## src/rtl/frame_former_scheduler.sv

```systemverilog
// ----------------------------------------------------------------------------
// frame_former_scheduler
//
// Round-robin scheduler sharing one downstream Ethernet framer among
// NUM_SOURCES frame-former buffers. A source is granted only when it already
// holds a full frame, so a granted frame never stalls on its buffer. The
// granted buffer is popped through its FramerReady strobe (src_pop) and its
// words are re-emitted as an AXI-Stream frame of FRAME_BEATS words with tlast.
//
// Ports
//   ACLK, ARESETN   : clock (rising edge), asynchronous active-low reset
//   src_count       : per-buffer occupancy, CW bits per source (slice i = src i)
//   src_empty       : per-buffer empty flag
//   src_data        : per-buffer head word, DATA_WIDTH bits per source
//   src_enable      : per-source scheduling enable
//   src_pop         : one-hot pop strobe to the granted buffer
//   M_AXIS_*        : AXI-Stream master toward the framer (tkeep fixed 8'hFF)
//   grant_id        : source currently or most recently granted
//   busy            : high while a frame is being loaded
//   frame_count     : frames fully loaded, wraps at 2^16
//   underflow_err   : sticky, set when a pop hits an empty buffer
// ----------------------------------------------------------------------------
module frame_former_scheduler #(
    parameter int unsigned NUM_SOURCES        = 4,
    parameter int unsigned DATA_WIDTH         = 64,
    parameter int unsigned MAX_INTERNAL_SPACE = 64,
    parameter int unsigned FRAME_BEATS        = 8,
    localparam int unsigned CW = $clog2(MAX_INTERNAL_SPACE) + 1,
    localparam int unsigned IW = $clog2(NUM_SOURCES)
) (
    input  logic                          ACLK,
    input  logic                          ARESETN,
    input  logic [NUM_SOURCES*CW-1:0]     src_count,
    input  logic [NUM_SOURCES-1:0]        src_empty,
    input  logic [NUM_SOURCES*DATA_WIDTH-1:0] src_data,
    input  logic [NUM_SOURCES-1:0]        src_enable,
    output logic [NUM_SOURCES-1:0]        src_pop,
    output logic [DATA_WIDTH-1:0]         M_AXIS_tdata,
    output logic [7:0]                    M_AXIS_tkeep,
    output logic                          M_AXIS_tvalid,
    output logic                          M_AXIS_tlast,
    input  logic                          M_AXIS_tready,
    output logic [IW-1:0]                 grant_id,
    output logic                          busy,
    output logic [15:0]                   frame_count,
    output logic                          underflow_err
);

    typedef enum logic {StIdle, StSend} state_e;

    state_e                r_state;
    logic [IW-1:0]         r_grant;
    logic [IW-1:0]         r_last_grant;
    logic [CW-1:0]         r_beat;
    logic [DATA_WIDTH-1:0] r_tdata;
    logic                  r_tvalid;
    logic                  r_tlast;
    logic                  r_busy;
    logic [15:0]           r_frame_count;
    logic                  r_underflow;

    logic [DATA_WIDTH-1:0]  w_src_data [NUM_SOURCES];
    logic [NUM_SOURCES-1:0] w_eligible;
    logic                   w_found;
    logic [IW-1:0]          w_next;
    logic                   w_ld;
    logic                   w_last_beat;
    logic [NUM_SOURCES-1:0] w_pop;
    logic                   w_underflow_hit;

    // Unpack the flat per-source buses and decide eligibility.
    for (genvar g = 0; g < NUM_SOURCES; g++) begin : g_src
        assign w_src_data[g] = src_data[g*DATA_WIDTH +: DATA_WIDTH];
        assign w_eligible[g] = src_enable[g] &&
                               (src_count[g*CW +: CW] >= CW'(FRAME_BEATS));
    end

    // Round-robin search: first eligible source after the last grant.
    always_comb begin
        logic [IW-1:0] idx;
        w_found = 1'b0;
        w_next  = '0;
        idx     = '0;
        for (int k = 1; k <= int'(NUM_SOURCES); k++) begin
            idx = IW'((int'(r_last_grant) + k) % int'(NUM_SOURCES));
            if (!w_found && w_eligible[idx]) begin
                w_found = 1'b1;
                w_next  = idx;
            end
        end
    end

    // The output register can take a new word when empty or being drained.
    assign w_ld        = !r_tvalid || M_AXIS_tready;
    assign w_last_beat = (r_beat == CW'(FRAME_BEATS - 1));

    // Pop strobe is combinational so the buffer advances on the same edge
    // that captures its head word.
    always_comb begin
        w_pop = '0;
        if (r_state == StSend && w_ld) begin
            w_pop[r_grant] = 1'b1;
        end
    end

    assign w_underflow_hit = |(w_pop & src_empty);

    always_ff @(posedge ACLK or negedge ARESETN) begin
        if (!ARESETN) begin
            r_state       <= StIdle;
            r_grant       <= '0;
            r_last_grant  <= IW'(NUM_SOURCES - 1);
            r_beat        <= '0;
            r_tdata       <= '0;
            r_tvalid      <= 1'b0;
            r_tlast       <= 1'b0;
            r_busy        <= 1'b0;
            r_frame_count <= '0;
            r_underflow   <= 1'b0;
        end else begin
            if (w_underflow_hit) begin
                r_underflow <= 1'b1;
            end

            // Drain; overridden below if a new word loads on this edge.
            if (r_tvalid && M_AXIS_tready) begin
                r_tvalid <= 1'b0;
                r_tlast  <= 1'b0;
            end

            case (r_state)
                StIdle: begin
                    // Arbitration may overlap a last word still stalled at
                    // the output; the first load then waits on w_ld.
                    if (w_found) begin
                        r_grant      <= w_next;
                        r_last_grant <= w_next;
                        r_beat       <= '0;
                        r_busy       <= 1'b1;
                        r_state      <= StSend;
                    end
                end
                StSend: begin
                    if (w_ld) begin
                        r_tdata  <= w_src_data[r_grant];
                        r_tvalid <= 1'b1;
                        r_tlast  <= w_last_beat;
                        r_beat   <= r_beat + CW'(1);
                        if (w_last_beat) begin
                            r_state       <= StIdle;
                            r_busy        <= 1'b0;
                            r_frame_count <= r_frame_count + 16'd1;
                        end
                    end
                end
                default: begin
                    r_state <= StIdle;
                    r_busy  <= 1'b0;
                end
            endcase
        end
    end

    assign src_pop       = w_pop;
    assign M_AXIS_tdata  = r_tdata;
    assign M_AXIS_tvalid = r_tvalid;
    assign M_AXIS_tlast  = r_tlast;
    assign M_AXIS_tkeep  = r_tvalid ? 8'hFF : 8'h00;
    assign grant_id      = r_grant;
    assign busy          = r_busy;
    assign frame_count   = r_frame_count;
    assign underflow_err = r_underflow;

endmodule

```

## config.mk

```make
export PLATFORM = sky130hd
export DESIGN_NAME = frame_former_scheduler
export DESIGN_NICKNAME = d
export VERILOG_FILES = /design/src/rtl/frame_former_scheduler.sv
export SDC_FILE = /design/constraint.sdc
export NUM_CORES = 1
export LEC_CHECK = 0
export BUFFER_PORTS_ARGS = -buffer_cell sky130_fd_sc_hd__buf_2
export CAP_MARGIN = 20
export CORE_AREA = 2 2 154 156
export CTS_BUF_LIST = sky130_fd_sc_hd__clkbuf_16
export DETAILED_ROUTE_END_ITERATION = 7
export DIE_AREA = 0 0 156 158
export GPL_TIMING_DRIVEN = 0
export PLACE_DENSITY = 0.57
export SLEW_MARGIN = 20
export SYNTH_ARGS = -nofsm -noshare
export SYNTH_HDL_FRONTEND = slang
export SYNTH_SLANG_ARGS = --single-unit
export TNS_END_PERCENT = 1
```

## constraint.sdc

```tcl
create_clock -name ACLK -period 4.5 [get_ports ACLK]
set_input_delay 0.225 -clock ACLK [delete_from_list [all_inputs] [get_ports ACLK]]
set_output_delay 0.225 -clock ACLK [all_outputs]
set_load 0.1 [all_outputs]
```

# [After elaboration in Yosys (flattened, before gate mapping)]
# Cells that the tools add are included.
[totals] input_bits=295 elab_cells=95 ram_bits=0 latch_bits=0 output_inout_bits=98 mem_count=0 rom_bits=0 reg_bits=96
[classes] mux=40 bitwise=3 reduce_logical=21 n_addsub=6 n_lt_le_gt_ge=11 multipliers=0 n_eq_ne=4 shift=0 div=0
[op_table] cell="$bmux 64 s2" n=1
[op_table] cell="$mux 64" n=2
[op_table] cell="$ge 7x4->1 const B" n=4
[op_table] cell="$mux 1" n=21
[op_table] cell="$add 16x1->16 const B" n=1
[op_table] cell="$lt 2x3->1 const B" n=5
[op_table] cell="$mux 7" n=2
[op_table] cell="$pmux 7 s2" n=1
[op_table] cell="$logic_and 1x1->1" n=10
[op_table] cell="$bmux 1 s2" n=4
[op_table] cell="$mux 2" n=4
[op_table] cell="$mux 8" n=1
[op_table] cell="$add 7x1->7 const B" n=1
[op_table] cell="$eq 7x3->1 const B" n=1
[op_table] cell="$reduce_and 2->1" n=3
[op_table] cell="$reduce_and 3->1" n=2
[op_table] cell="$add 2x1->2 const B" n=2
[op_table] cell="$add 2x2->2 const B" n=2
[op_table] cell="$and 4x4->4" n=1
[op_table] cell="$logic_not 1->1" n=4
[op_table] cell="$mux 4" n=1
[op_table] cell="$ne 2x1->1 const B" n=2
[op_table] cell="$pmux 1 s2" n=2
[op_table] cell="$reduce_or 4->1" n=1
[op_table] cell="7 further kinds" n=7

# [Logic depth before layout (Yosys ltp)]
[depth] depth_word=16 ltp_mapped=6 ltp_nobuf=5

# [Worst setup path after synthesis]
# No wires, ideal clock.
[synth_path] path_type="reg2out" from="reg r_grant[1] (netlist: grant_id[1])" to="out src_pop[2]" arrival_ps=3519 stages_incl_launch_ff=5 path_buffers=2 required_ps=4275 slack_ps=756 cell_sequence="dfrtp_1 clkbuf_1 buf_2 inv_1 nor3_1"
[synth_via] elab_chain_cells=5 elab_cells_between_ends=6 classes_between="order compare (2); mux (3); reduce/logical (1)"
[synth_rtl] item="from (decl)" line_no="52" source="logic [IW-1:0] r_grant;"
[synth_rtl] item="from (signal assigned)" line_no="136" source="r_grant <= w_next;"
[synth_rtl] item="$lt 2x3->1 (implied by the code) or $ge 2x1->1 (tied branches)" line_no="102" source="w_pop[r_grant] = 1'b1;"
[synth_rtl] item="$logic_and 1x1->1 (implied by the code)" line_no="102"
[synth_rtl] item="$mux 1 (implied by the code)" line_no="102"
[synth_rtl] item="$demux 1 s2 *" line_no="102"
[synth_rtl] item="$mux 4 *" line_no="101" source="if (r_state == StSend && w_ld) begin"
[synth_rtl] item="to (decl)" line_no="37" source="output logic [NUM_SOURCES-1:0] src_pop,"
# Mark *: on every way between the ends. The rest lies on a longest branch, timed or not.

# [Final worst setup path]
[layout_path] from="reg r_tvalid (netlist: M_AXIS_tvalid)" to="out src_pop[3]"
[layout_via] elab_chain_cells=4
[layout_rtl] item="from (decl)" line_no="56" source="logic r_tvalid;"
[layout_rtl] item="from (signal assigned)" line_no="115" source="r_tvalid <= 1'b0;"
[layout_rtl] item="from (signal assigned)" line_no="127" source="r_tvalid <= 1'b0;"
[layout_rtl] item="from (signal assigned)" line_no="146" source="r_tvalid <= 1'b1;"
[layout_rtl] item="$logic_not 1->1" line_no="94" source="assign w_ld = !r_tvalid || M_AXIS_tready;"
[layout_rtl] item="$logic_or 1x1->1" line_no="94"
[layout_rtl] item="$logic_and 1x1->1" line_no="101"
[layout_rtl] item="$mux 4" line_no="101"
# Every way passes these cells.

==> metrics.log <==
[metrics] setup clock skew after layout: 7.57 ps
[metrics] YS warnings: 0
[metrics] Final Wtd Congestion: 0.777
[metrics] sequential element share of the synthesized area: 0.424
[metrics] type of element capturing the critical path: primary output
[metrics] Buffers on Ports: 380
[metrics] setup violators final: 0
[metrics] Synth Cell Area: 5670 µm²
[metrics] largest incremental delay on the critical path: 530 ps
[metrics] global-route wire length before repair: 28300 µm
[metrics] Period Utilization, post-route: 0.670
[metrics] Layout Utilization: 0.360
[metrics] Die Outline Area: 24600 µm²
[metrics] final slew viol count: 0
[metrics] RSZ-0062 raised after global routing: no
[metrics] FILL cells: 2303
[metrics] number of maximum-capacitance violations: 0
[metrics] classification of the worst-slack hold path: primary input to flop
[metrics] area of the placeable core: 23100 µm²
[metrics] routed vias: 5052
[metrics] Syn Area/Cell: 14.5 µm²
[metrics] post-detailed-placement half-perimeter wirelength: 16500 µm
[metrics] setup slack, reg-to-reg: 2130 ps
[metrics] WS Path Type: flop to primary output
[metrics] share of cells above drive strength 1: 0.709
[metrics] kind of cell adding the most delay to the critical path: buffers and inverters
[metrics] antenna-violating nets left: 0
[metrics] number of instances in the synthesized netlist: 390
[metrics] number of DRC violations after detailed-routing iteration 0: 259
[metrics] most prevalent standard cell on the critical path: buf_2
[metrics] worst path bufs/invs: 4
[metrics] NumNets Final: 1080
[metrics] number of sinks driven by the clock tree: 96
[metrics] effective utilization at floorplan: 0.246
[metrics] Post-Syn Nets: 687
[metrics] Max clock buf depth: 2
[metrics] Die Y-Extent: 158 µm
[metrics] leakage power: 3.96 nW
[metrics] ports placed on the boundary: 393
[metrics] required time worst endpoint: 4280 ps
[metrics] GRT Total Usage: 0.154
[metrics] slowest cell on the critical path: dfrtp_1
[metrics] number of antenna violations at the first check in global routing: 2
[metrics] count of standard-cell rows: 56
[metrics] result of the run: completed
[metrics] Max Fclk: 332 MHz
[metrics] DRC violation count after routing: 0
[metrics] Max IR drop VDD: 0.340 mV
[metrics] H-tree levels: 3
[metrics] Startpoint Class: flop
[metrics] clock root buffer: clkbuf_16
[metrics] router iterations before antenna repair: 5
[metrics] clock transition at the registers of the reported paths: 70 ps
[metrics] post-synthesis sequential element count: 96
[metrics] signal arrival time at the worst endpoint: 2790 ps
[metrics] Vias/cell: 4.69
[metrics] wire length reported by the detailed router: 20100 µm
[metrics] time the worst path needs with I/O delays and setup: 3010 ps
[metrics] remaining global-route overflow: 0
[metrics] Chip Width: 156 µm
[metrics] setup TNS: 0 ps
[metrics] Clock Latency Late Sink: 350 ps
[metrics] max_slew headroom: 0.578
[metrics] count of cell types in the netlist: 41
[metrics] Hold Violations, Final: 0
[metrics] total setup buffers inserted after CTS: 0
[metrics] clock tree from TritonCTS: done
[metrics] area grow syn2layout: 46.3%
[metrics] worst slew pin tran: 633 ps
[metrics] via count of the first global-routing pass: 4976
[metrics] maximum number of pins on one net before global-route repair: 50
[metrics] total clock buffers created by CTS: 9
[metrics] biggest fanout along the worst timing path: 11
[metrics] critical path cell sequence: nand2b_1 > and2_1 > clkbuf_1 > buf_2 > buf_2 > and3_1 > buf_2
[metrics] P per Cell Area: 821 nW/µm²
[metrics] WL/cell: 18.6 µm
## synthesized netlist by cell type
cell type / count / area [µm²]
nand2b_1: 1 / 6.26
buf_2: 14 / 70.1
xor2_1: 14 / 123
a221o_1: 1 / 10.0
nand4_4: 1 / 21.3
o41ai_1: 3 / 26.3
xnor2_1: 5 / 43.8
o22ai_1: 3 / 18.8
and4_1: 2 / 17.5
nand4_1: 7 / 43.8
clkbuf_1: 12 / 45.0
a21oi_1: 5 / 25.0
xnor2_2: 1 / 16.3
mux2_2: 64 / 721
nand3b_1: 1 / 7.51
buf_6: 1 / 11.3
o21ai_0: 5 / 25.0
o211a_1: 1 / 10.0
buf_4: 8 / 60.1
nor3_1: 2 / 10.0
mux4_2: 64 / 1440
o41ai_2: 1 / 16.3
nor4_2: 5 / 62.6
o41a_1: 4 / 45.0
nor4_1: 5 / 31.3
buf_1: 4 / 15.0
mux2i_1: 2 / 20.0
nor2_1: 9 / 33.8
dfstp_2: 2 / 52.6
or4_4: 1 / 11.3
and2_1: 7 / 43.8
nor4_4: 1 / 21.3
dfrtp_1: 94 / 2350
ha_1: 2 / 25.0
nand2_1: 15 / 56.3
and3_1: 5 / 31.3
nand3_1: 9 / 45.0
a21o_1: 2 / 15.0
o2bb2ai_1: 1 / 8.76
inv_1: 5 / 18.8
a41oi_1: 1 / 8.76
## final timing paths
path                               endpoint       startpoint  cells past startpoint
setup / recovery                 src_pop[3]    M_AXIS_tvalid                      7
hold / removal                underflow_err     src_empty[1]                      2
setup reg to reg           M_AXIS_tdata[58]      grant_id[1]                      5
hold reg to reg             frame_count[15]  frame_count[15]                      1
max in group asynchronous   r_last_grant[1]          ARESETN                      3
min in group asynchronous  M_AXIS_tdata[11]          ARESETN                      2
## per-stage QoR
stage          power [W]  cell area (µm²)  setup WS, ps  hold slack [ps]  instances
3_5_place_dp     0.00604             7970          1760              189       1061
5_1_grt          0.00710             8290          1220              101       1078
2_1_floorplan    0.00513             5670           756            -70.6        390
4_1_cts          0.00689             8290          1360             96.6       1077
6_report         0.00680             8290          1490              117       1078
3_3_place_gp     0.00601             7930          1730              455       1060
## cells in the final DEF (no fill, tap or decap), drive strengths merged, types with 6 or more instances in the layout
master,synthesis,layout
buf,27,408
dfrtp,94,94
mux4,64,64
mux2,64,64
clkbuf,12,21
nand2,15,15
xor2,14,14
nor4,11,11
nor2,9,9
nand3,9,9
nand4,8,8
and2,7,7
xnor2,6,6
## worst register-to-register path, stage by stage (launching register included)
cell and delay (ps):
dfrtp_1 340, clkbuf_1 370, buf_2 500, buf_2 380, mux4_2 390, mux2_2 280
## state kept, by name, summed over array words and instances (netlist names)
name           count
M_AXIS_tdata      64
grant_id           2
r_beat             7
r_state            1
underflow_err      1
frame_count       16
r_last_grant       2
busy               1
M_AXIS_tvalid      1
M_AXIS_tlast       1
## cell families (layout without fill, tap and decap cells)
| logic type | Yosys count | count (layout) | share of synthesized area |
|---|---|---|---|
| flip-flops | 96 | 96 | 0.424 |
| adder cells (fa/ha/maj) | 2 | 2 | 0.00442 |
| AND/OR/NAND/NOR | 71 | 71 | 0.0782 |
| XOR/XNOR | 20 | 20 | 0.0322 |
| other | 0 | 1 | 0 |
| multiplexers | 130 | 130 | 0.385 |
| buffers and inverters | 44 | 441 | 0.0389 |
| AO/OA/AOI/OAI | 27 | 27 | 0.0369 |
## timing repair
item,CTS,global route
gates resized for setup,0,0
hold buffers,1,0
hold endpoints to repair,47,0
## report_power, final
part	switching, W	internal (W)	total (W)
Combinational	0.00338	0.00117	0.00455
Clock	0.000340	0.000483	0.000823
Sequential	0.000201	0.00123	0.00143
## cell type report
class / count / area, µm² / area share
Multi-Input combinational cell: 250 / 3040 / 0.367
Inverter: 5 / 18.8 / 0.00226
Antenna cell: 1 / 2.50 / 0.000302
Timing Repair Buffer: 382 / 1950 / 0.235
Tap cell: 290 / 363 / 0.0438
Clock buffer: 9 / 225 / 0.0272
Sequential cell: 96 / 2400 / 0.290
Buffer: 39 / 201 / 0.0243
Clock inverter: 6 / 85.1 / 0.0103
## per-layer routing
metal	share of wire	track usage
met1	0.41	0.191
met3	0.060	0.0337
met5	0.00080	0
met4	0.024	0.0568
met2	0.50	0.265
Note: power is estimated with default switching activity, not from simulation.
